--- src/rtl/ps2_pkg.sv ---
// ============================================================================
// Module : ps2_pkg
// Shared frame constants, parameter defaults and FSM state type for the
// PS/2 keyboard receiver.
// Rev    : 1.0  initial release
// ============================================================================
`default_nettype none

package ps2_pkg;

  localparam int FILTER_LEN_DEF  = 8;
  localparam int TIMEOUT_CYC_DEF = 50000;
  localparam int FIFO_DEPTH_DEF  = 8;

  // start + 8 data + parity + stop
  localparam int FRAME_BITS = 11;
  localparam int DATA_BITS  = FRAME_BITS - 3;

  typedef enum logic [1:0] {
    ST_IDLE   = 2'd0,
    ST_DATA   = 2'd1,
    ST_PARITY = 2'd2,
    ST_STOP   = 2'd3
  } ps2_state_e;

  function automatic logic odd_parity_ok(input logic [DATA_BITS-1:0] data,
                                         input logic                 par);
    return ^{data, par};
  endfunction

endpackage

`default_nettype wire

--- src/rtl/ps2_sync_filter.sv ---
// ============================================================================
// Module : ps2_sync_filter
// Double-flop synchroniser for PS/2 clock and data, glitch filter on the
// clock and a one-cycle falling-edge strobe of the filtered clock.
// Rev    : 1.0  initial release
// ============================================================================
`default_nettype none

module ps2_sync_filter
  import ps2_pkg::*;
#(
  parameter int FILTER_LEN = FILTER_LEN_DEF
) (
  input  logic clk_chipset,
  input  logic rst_n,
  input  logic ps2_clk_raw,
  input  logic ps2_data_raw,
  output logic data_sync,
  output logic fall
);

  localparam int CW = (FILTER_LEN > 1) ? $clog2(FILTER_LEN) : 1;

  logic [1:0]    clk_meta;
  logic [1:0]    data_meta;
  logic          clk_sync;
  logic          clk_filt;
  logic [CW-1:0] cnt;

  assign clk_sync  = clk_meta[1];
  assign data_sync = data_meta[1];

  always_ff @(posedge clk_chipset or negedge rst_n) begin
    if (!rst_n) begin
      clk_meta  <= 2'b11;
      data_meta <= 2'b11;
    end else begin
      clk_meta  <= {clk_meta[0], ps2_clk_raw};
      data_meta <= {data_meta[0], ps2_data_raw};
    end
  end

  // cnt counts consecutive disagreeing samples; the FILTER_LEN-th one flips
  always_ff @(posedge clk_chipset or negedge rst_n) begin
    if (!rst_n) begin
      clk_filt <= 1'b1;
      cnt      <= '0;
      fall     <= 1'b0;
    end else begin
      fall <= 1'b0;
      if (clk_sync == clk_filt) begin
        cnt <= '0;
      end else if (cnt == CW'(FILTER_LEN - 1)) begin
        clk_filt <= clk_sync;
        cnt      <= '0;
        fall     <= clk_filt;
      end else begin
        cnt <= cnt + CW'(1);
      end
    end
  end

endmodule

`default_nettype wire

--- src/rtl/ps2_kbd_rx.sv ---
// ============================================================================
// Module : ps2_kbd_rx
// PS/2 keyboard receiver: frame FSM, timeout, host inhibit and byte storage.
// Define PS2_KBD_RX_FIFO_EN for a FIFO_DEPTH-entry FWFT FIFO; otherwise a
// single holding register is used.
// Rev    : 1.0  initial release
// ============================================================================
`default_nettype none

module ps2_kbd_rx
  import ps2_pkg::*;
#(
  parameter int FILTER_LEN  = FILTER_LEN_DEF,
  parameter int TIMEOUT_CYC = TIMEOUT_CYC_DEF,
  parameter int FIFO_DEPTH  = FIFO_DEPTH_DEF
) (
  input  logic       clk_chipset,
  input  logic       rst_n,
  input  logic       ps2_clk_i,
  input  logic       ps2_data_i,
  input  logic       kbd_inhibit,
  output logic       ps2_clk_oe,
  output logic [7:0] rx_data,
  output logic       rx_valid,
  input  logic       rx_ready,
  output logic       err_pulse,
  output logic       ovf_pulse
);

  localparam int         TW       = (TIMEOUT_CYC > 1) ? $clog2(TIMEOUT_CYC) : 1;
  localparam logic [2:0] LAST_BIT = 3'(DATA_BITS - 1);

  logic          data_s;
  logic          fall;
  ps2_state_e    state;
  ps2_state_e    state_nxt;
  logic [2:0]    bit_cnt;
  logic [7:0]    shift;
  logic          par_ok;
  logic [TW-1:0] tmo_cnt;
  logic          tmo_hit;
  logic          push;
  logic          frame_err;
  logic          pop;
  logic          ovf;

  ps2_sync_filter #(
    .FILTER_LEN (FILTER_LEN)
  ) u_sync_filter (
    .clk_chipset  (clk_chipset),
    .rst_n        (rst_n),
    .ps2_clk_raw  (ps2_clk_i),
    .ps2_data_raw (ps2_data_i),
    .data_sync    (data_s),
    .fall         (fall)
  );

  assign tmo_hit = (state != ST_IDLE) && !fall && (tmo_cnt == TW'(TIMEOUT_CYC - 1));

  always_ff @(posedge clk_chipset or negedge rst_n) begin
    if (!rst_n) state <= ST_IDLE;
    else        state <= state_nxt;
  end

  // Inhibit outranks timeout so an inhibited partial frame leaves silently
  always_comb begin
    state_nxt = state;
    push      = 1'b0;
    frame_err = 1'b0;
    if (kbd_inhibit) begin
      state_nxt = ST_IDLE;
    end else if (tmo_hit) begin
      state_nxt = ST_IDLE;
      frame_err = 1'b1;
    end else if (fall) begin
      case (state)
        ST_IDLE:   if (!data_s) state_nxt = ST_DATA;
        ST_DATA:   if (bit_cnt == LAST_BIT) state_nxt = ST_PARITY;
        ST_PARITY: state_nxt = ST_STOP;
        ST_STOP: begin
          state_nxt = ST_IDLE;
          if (data_s && par_ok) push = 1'b1;
          else                  frame_err = 1'b1;
        end
        default:   state_nxt = ST_IDLE;
      endcase
    end
  end

  always_ff @(posedge clk_chipset or negedge rst_n) begin
    if (!rst_n) begin
      bit_cnt <= '0;
      shift   <= '0;
      par_ok  <= 1'b0;
      tmo_cnt <= '0;
    end else begin
      if (state_nxt == ST_IDLE || fall) tmo_cnt <= '0;
      else                              tmo_cnt <= tmo_cnt + TW'(1);

      if (fall && !kbd_inhibit) begin
        case (state)
          ST_IDLE:   bit_cnt <= '0;
          ST_DATA: begin
            shift   <= {data_s, shift[7:1]};
            bit_cnt <= bit_cnt + 3'd1;
          end
          ST_PARITY: par_ok <= odd_parity_ok(shift, data_s);
          default:   ;
        endcase
      end
    end
  end

  always_ff @(posedge clk_chipset or negedge rst_n) begin
    if (!rst_n) begin
      err_pulse  <= 1'b0;
      ovf_pulse  <= 1'b0;
      ps2_clk_oe <= 1'b0;
    end else begin
      err_pulse  <= frame_err;
      ovf_pulse  <= ovf;
      ps2_clk_oe <= kbd_inhibit;
    end
  end

  assign pop = rx_valid && rx_ready;

`ifdef PS2_KBD_RX_FIFO_EN
  localparam int AW = $clog2(FIFO_DEPTH);

  logic [7:0]  mem [FIFO_DEPTH];
  logic [AW:0] wr_ptr;
  logic [AW:0] rd_ptr;
  logic        empty;
  logic        full;
  logic        push_ok;

  assign empty    = (wr_ptr == rd_ptr);
  assign full     = (wr_ptr[AW] != rd_ptr[AW]) && (wr_ptr[AW-1:0] == rd_ptr[AW-1:0]);
  assign rx_valid = !empty;
  assign rx_data  = empty ? 8'h00 : mem[rd_ptr[AW-1:0]];
  // A pop in the same cycle frees the slot the full-FIFO push lands in
  assign push_ok  = push && (!full || pop);
  assign ovf      = push && full && !pop;

  always_ff @(posedge clk_chipset) begin
    if (push_ok) mem[wr_ptr[AW-1:0]] <= shift;
  end

  always_ff @(posedge clk_chipset or negedge rst_n) begin
    if (!rst_n) begin
      wr_ptr <= '0;
      rd_ptr <= '0;
    end else begin
      if (push_ok) wr_ptr <= wr_ptr + (AW+1)'(1);
      if (pop)     rd_ptr <= rd_ptr + (AW+1)'(1);
    end
  end
`else
  logic [7:0] hold_data;
  logic       hold_valid;
  logic       unused_depth;

  assign unused_depth = (FIFO_DEPTH > 0);
  assign rx_valid     = hold_valid;
  assign rx_data      = hold_data;
  assign ovf          = push && hold_valid && !rx_ready;

  always_ff @(posedge clk_chipset or negedge rst_n) begin
    if (!rst_n) begin
      hold_data  <= '0;
      hold_valid <= 1'b0;
    end else if (push && (!hold_valid || pop)) begin
      hold_data  <= shift;
      hold_valid <= 1'b1;
    end else if (pop) begin
      hold_valid <= 1'b0;
    end
  end
`endif

endmodule

`default_nettype wire

--- config.mk ---
export PLATFORM = sky130hd
export DESIGN_NAME = ps2_kbd_rx
export DESIGN_NICKNAME = d
export VERILOG_FILES = /design/src/rtl/ps2_pkg.sv /design/src/rtl/ps2_sync_filter.sv /design/src/rtl/ps2_kbd_rx.sv
export SDC_FILE = /design/constraint.sdc
export NUM_CORES = 1
export LEC_CHECK = 0
export ABC_AREA = 1
export BUFFER_PORTS_ARGS = -buffer_cell sky130_fd_sc_hd__clkbuf_2
export CAP_MARGIN = 20
export CELL_PAD_IN_SITES_DETAIL_PLACEMENT = 0
export CELL_PAD_IN_SITES_GLOBAL_PLACEMENT = 2
export CORE_MARGIN = 3
export CORE_UTILIZATION = 37
export DETAILED_ROUTE_END_ITERATION = 12
export HOLD_SLACK_MARGIN = 0.12
export PLACE_DENSITY_LB_ADDON = 0.08
export SYNTH_ARGS = -nofsm -noshare
export SYNTH_HDL_FRONTEND = slang
export SYNTH_SLANG_ARGS = --single-unit
--- constraint.sdc ---
create_clock -name clk_chipset -period 1.8 [get_ports clk_chipset]
set_input_delay 0.18 -clock clk_chipset [delete_from_list [all_inputs] [get_ports clk_chipset]]
set_output_delay 0.18 -clock clk_chipset [all_outputs]
set_load 0.02 [all_outputs]
After elaboration in Yosys (flattened, before gate mapping):

Cells that the tools add are included.
Widths: inputs -> output; s select.

* add/sub/neg operators: 3
* multipliers: 0
* divide/modulo/power cells: 0
* order comparisons: 0
* equality and inequality tests: 7
* shift operators: 0
* mux-type cells: 24
* bitwise logic cells: 1
* reduce and logical (&&, ||, !) cells: 24

Operators with widths (count)
* $add 16x1->16 const B: 1
* $eq 16x16->1 const B: 1
* $mux 16: 1
* $mux 1: 14
* $mux 2: 5
* $reduce_xor 9->1: 1
* $logic_and 1x1->1: 8
* $pmux 2 s4: 1
* $reduce_and 2->1: 4
* $add 3x1->3 const B: 2
* $eq 3x3->1 const B: 2
* $mux 3: 2
* $pmux 3 s2: 1
* $reduce_bool 2->1: 3
* $eq 2x2->1 const B: 2
* $logic_not 1->1: 4
* $logic_not 2->1: 2
* $eq 2x1->1 const B: 1
* $logic_or 1x1->1: 2
* $eq 1x1->1: 1
* $not 1->1: 1

* flip-flop bits (word level): 51
* latch bits: 0
* memory bits (writable): 0
* ROM bits: 0
* output and inout bits: 12
* word-level logic and storage cells: 74
* memories: 0

Longest topological paths before layout:

* depth after elaboration: 9
* gate-level depth with buffers: 11

Cells and area by module:

Synthesis repeated with hierarchy kept, for this count alone.

* cells, all modules: 276
* area, all modules: 2396.0 um^2

By module, submodules not included
* ps2_kbd_rx: times used 1, cells an instance 250, area each 2079.5 um^2, sequential area each 1051.0 um^2
* ps2_sync_filter: times used 1, cells an instance 26, area each 316.6 um^2, sequential area each 231.5 um^2

Worst setup path after synthesis:

Ideal clock, no wire load.

* path kind: reg-to-reg
* start point: register bit_cnt[0]
* end point: register tmo_cnt[10]
* arrival time: 1.484 ns
* required time: 1.731 ns
* slack: 0.247 ns
* cell stages (with the launch flop): 11
* buffers on the path: 1
* path through: dfrtp_1 -> ha_1 -> ha_1 -> o21ai_1 -> o21ai_1 -> nand2_1 -> nand2_1 -> a21oi_2 -> nand2_4 -> buf_6 -> nor2_2

* longest elaborated chain between the ends: 9

Ends and longest elaborated chain
* start: declaration: RTL line ps2_kbd_rx.sv:37 `logic [2:0] bit_cnt;`
* start signal: assignment: RTL line ps2_kbd_rx.sv:105 `bit_cnt <= bit_cnt + 3'd1;`
* $eq 3x3->1: RTL line ps2_kbd_rx.sv:78 `ST_DATA: if (bit_cnt == LAST_BIT) state_nxt = ST_PARITY;`
* $mux 2: RTL line ps2_kbd_rx.sv:78
* $pmux 2 s4: RTL line ps2_kbd_rx.sv:76 `case (state)`
* $mux 2: RTL line ps2_kbd_rx.sv:75 `end else if (fall) begin`
* $mux 2: RTL line ps2_kbd_rx.sv:72 `end else if (tmo_hit) begin`
* $mux 2: RTL line ps2_kbd_rx.sv:70 `if (kbd_inhibit) begin`
* $logic_not 2->1: RTL line ps2_kbd_rx.sv:97 `if (state_nxt == ST_IDLE || fall) tmo_cnt <= '0;`
* $logic_or 1x1->1: RTL line ps2_kbd_rx.sv:97
* $mux 16: RTL line ps2_kbd_rx.sv:97
* end signal: assignment: RTL line ps2_kbd_rx.sv:98 `else tmo_cnt <= tmo_cnt + TW'(1);`
* end: declaration: RTL line ps2_kbd_rx.sv:40 `logic [TW-1:0] tmo_cnt;`

No other way between the ends.
A chain may end at the register's enable or synchronous reset.

Final worst setup path:

* start point: register bit_cnt[0]
* end point: register tmo_cnt[9]

Same word-level chain as after synthesis.

==> results.py <==
metrics = {
    "global_route": {
        "grt_usage": 0.1303,
        "grt_util_met1": 0.1760,
        "grt-busiest-layer": "met2",
        "met2_usage": 0.2046,
        "use_met3": 0.03137,
        "grt_pass1_wl_mm": 7.638,
        "grt_max_degree": 52,
        "grt_pass1_vias": 1623,
        "grt_antenna_before_repair": 0,
        "overflow": 0,
    },
    "detailed_routing": {
        "avgRoutedWirePerCell_um": 11.38,
        "detail_route.wirelength_mm": 4.257,
        "via_count": 1666,
        "drc": 0,
        "vias_per_cell": 4.455,
        "drtPass1Iterations": 4,
        "first_iter_violations": 46,
        "antenna_left": 0,
    },
    "sta": {
        "setup_viol": 0,
        "hold_violations": 0,
        "drv_slew": 0,
        "worst_pin_slew_ps": 325.2,
        "whs_ps": 175.7,
        "period_needed_ps": 1686,
        "tns_ps": 0,
        "fmax_mhz": 593.0,
        "worst_slack_ps": 113.8,
        "period_share": 0.9368,
        "fin_worst_skew_ps": 5.577,
        "slew_headroom": 0.7825,
    },
    "yosys": {
        "syn_avg_cell_area_um2": 8.889,
        "synth.top_cell.area_share": 0.4832,
        "syn_inst": 268,
        "yosys_warnings": 0,
        "synth_largest_area_cell": "dfrtp_1",
        "synth-seq-area-share": 0.5383,
        "ys_ff_latch": 51,
        "syn-num-nets": 279,
        "ys_types": 27,
        "synth_area_um2": 2382,
        "synthTopCellsByArea": "dfrtp_1 (48%), nand2_1 (12%), dfstp_2 (5.5%)",
    },
    "die": {
        "die_w_um": 86.24,
        "start_util": 0.3931,
        "coreArea_um2": 6061,
        "fp-row-count": 28,
        "io_pins": 18,
        "dieArea_um2": 7437,
        "dieHeight_um": 86.24,
    },
    "clock_network": {
        "cts_buffers": 5,
        "tritoncts": "built",
        "path_clk_slew_ps": 100,
        "cts_buffer_depth": 2,
        "root_buffer": "clkbuf_8",
        "cts_sinks": 51,
        "htreeDepth": 2,
        "clk_latency_ps": 310,
    },
    "final_layout": {
        "stdcell_count": 374,
        "nets": 309,
        "layout_commonest_cell": "nand2_1",
        "antenna_cells": 0,
        "drive_gt1_frac": 0.2274,
        "fin_area_um2": 2768,
        "final_cell_mix": "nand2_1 (74), dfrtp_1 (46), inv_1 (26)",
        "final_util": 0.4566,
        "area_growth_pct": 16.18,
    },
    "worst_setup_path": {
        "crit_type": "reg2reg",
        "end_kind": "register",
        "reg2reg_slack_ps": 110,
        "arrival_ps": 1940,
        "critPathLaunchType": "register",
        "required_ps": 2060,
        "crit_fanout": 8,
    },
    "min_path": {
        "hold_path.class": "in2reg",
    },
    "power": {
        "p_per_area_nw_per_um2": 748.4,
        "p_leak_nw": 1.262,
        "peakVddDrop_mv": 0.3782,
        "total_power_mw": 2.071,
    },
    "run_status": {
        "status": "complete, no violations",
    },
    "placement": {
        "place_hpwl_mm": 3.013,
        "place_congestion": 0.7566,
        "io_buffers": 17,
        "dp.cells": 360,
        "pre_cts_slack_ps": 131.2,
        "placedInstanceArea_um2": 2572,
    },
    "flow_run": {
        "maxCapViolCount": 0,
    },
}
==> synth_stat cells (all sizes together) <==
library cell	instances
nand2	77
dfrtp	46
nor2	33
inv	32
o21ai	21
nand3	15
xor2	12
nor3	8
dfstp	5
ha	5
nand4	4
a21oi	3
buf	3
xnor2	2
o31ai	1
or2	1
==> critical path, stage by stage (launching register included) <==
cell	delay, ps
dfrtp_1	400
ha_1	210
ha_1	200
o21ai_1	120
o21ai_1	70
nand2_1	70
nand2_2	70
a21oi_4	170
nand2_4	90
buf_12	150
nor2_2	70
==> power by group <==
group,internal [mW],total (mW),switching (mW)
clock,0.299,0.728,0.430
sequential,1.20,1.22,0.0217
combinational,0.0518,0.124,0.0722
==> cell families after synthesis <==
kind of cell / count (synthesis) / share of synthesized area
AOI/OAI and AO/OA: 25 / 0.06618
xor gates and xnor gates: 14 / 0.05147
adders and majority gates: 5 / 0.02626
buffers and inverters: 35 / 0.06040
DFF: 51 / 0.5383
and+or+nand+nor: 138 / 0.2574
==> state kept, by name, indices dropped and copies added, names as in the netlist <==
register,flops
tmo_cnt,16
rx_data,8
shift,8
bit_cnt,3
u_sync_filter.cnt,3
state,2
u_sync_filter.clk_meta,2
u_sync_filter.data_meta,2
err_pulse,1
ovf_pulse,1
par_ok,1
ps2_clk_oe,1
rx_valid,1
u_sync_filter.clk_filt,1
u_sync_filter.fall,1
==> metal layers <==
metal,up-vias,share of wire
met3,7,0.032
li1,898,-
met1,741,0.51
met2,20,0.44
met5,-,0
met4,0,0.017
==> final timing paths <==
kind / start / end / cells after the start
worst max-delay path: bit_cnt[0] / tmo_cnt[9] / 10
max in group asynchronous: rst_n / u_sync_filter.data_meta[0] / 3
worst min-delay path: rx_ready / rx_valid / 4
min in group asynchronous: rst_n / rx_data[6] / 3
worst max register to register: bit_cnt[0] / tmo_cnt[9] / 10
worst min register to register: u_sync_filter.clk_meta[0] / u_sync_filter.clk_meta[1] / 0
==> area by class of cell <==
type	count	area (um2)
repair buffers	26	200.2
multi-input cells	182	970.9
inverters	32	120.1
well taps	75	93.84
clock inverters	3	31.28
fillers	612	3293
clock buffers	5	68.82
flip-flops and latches	51	1282
==> what timing repair did <==
action,4_1_cts,5_1_grt
endpoints found under the setup margin,0,16
hold buffers,4,0
gates resized for setup,0,3
buffers inserted,0,2
hold endpoints to repair,54,0
No activity file was read; power rests on OpenSTA's default activity.
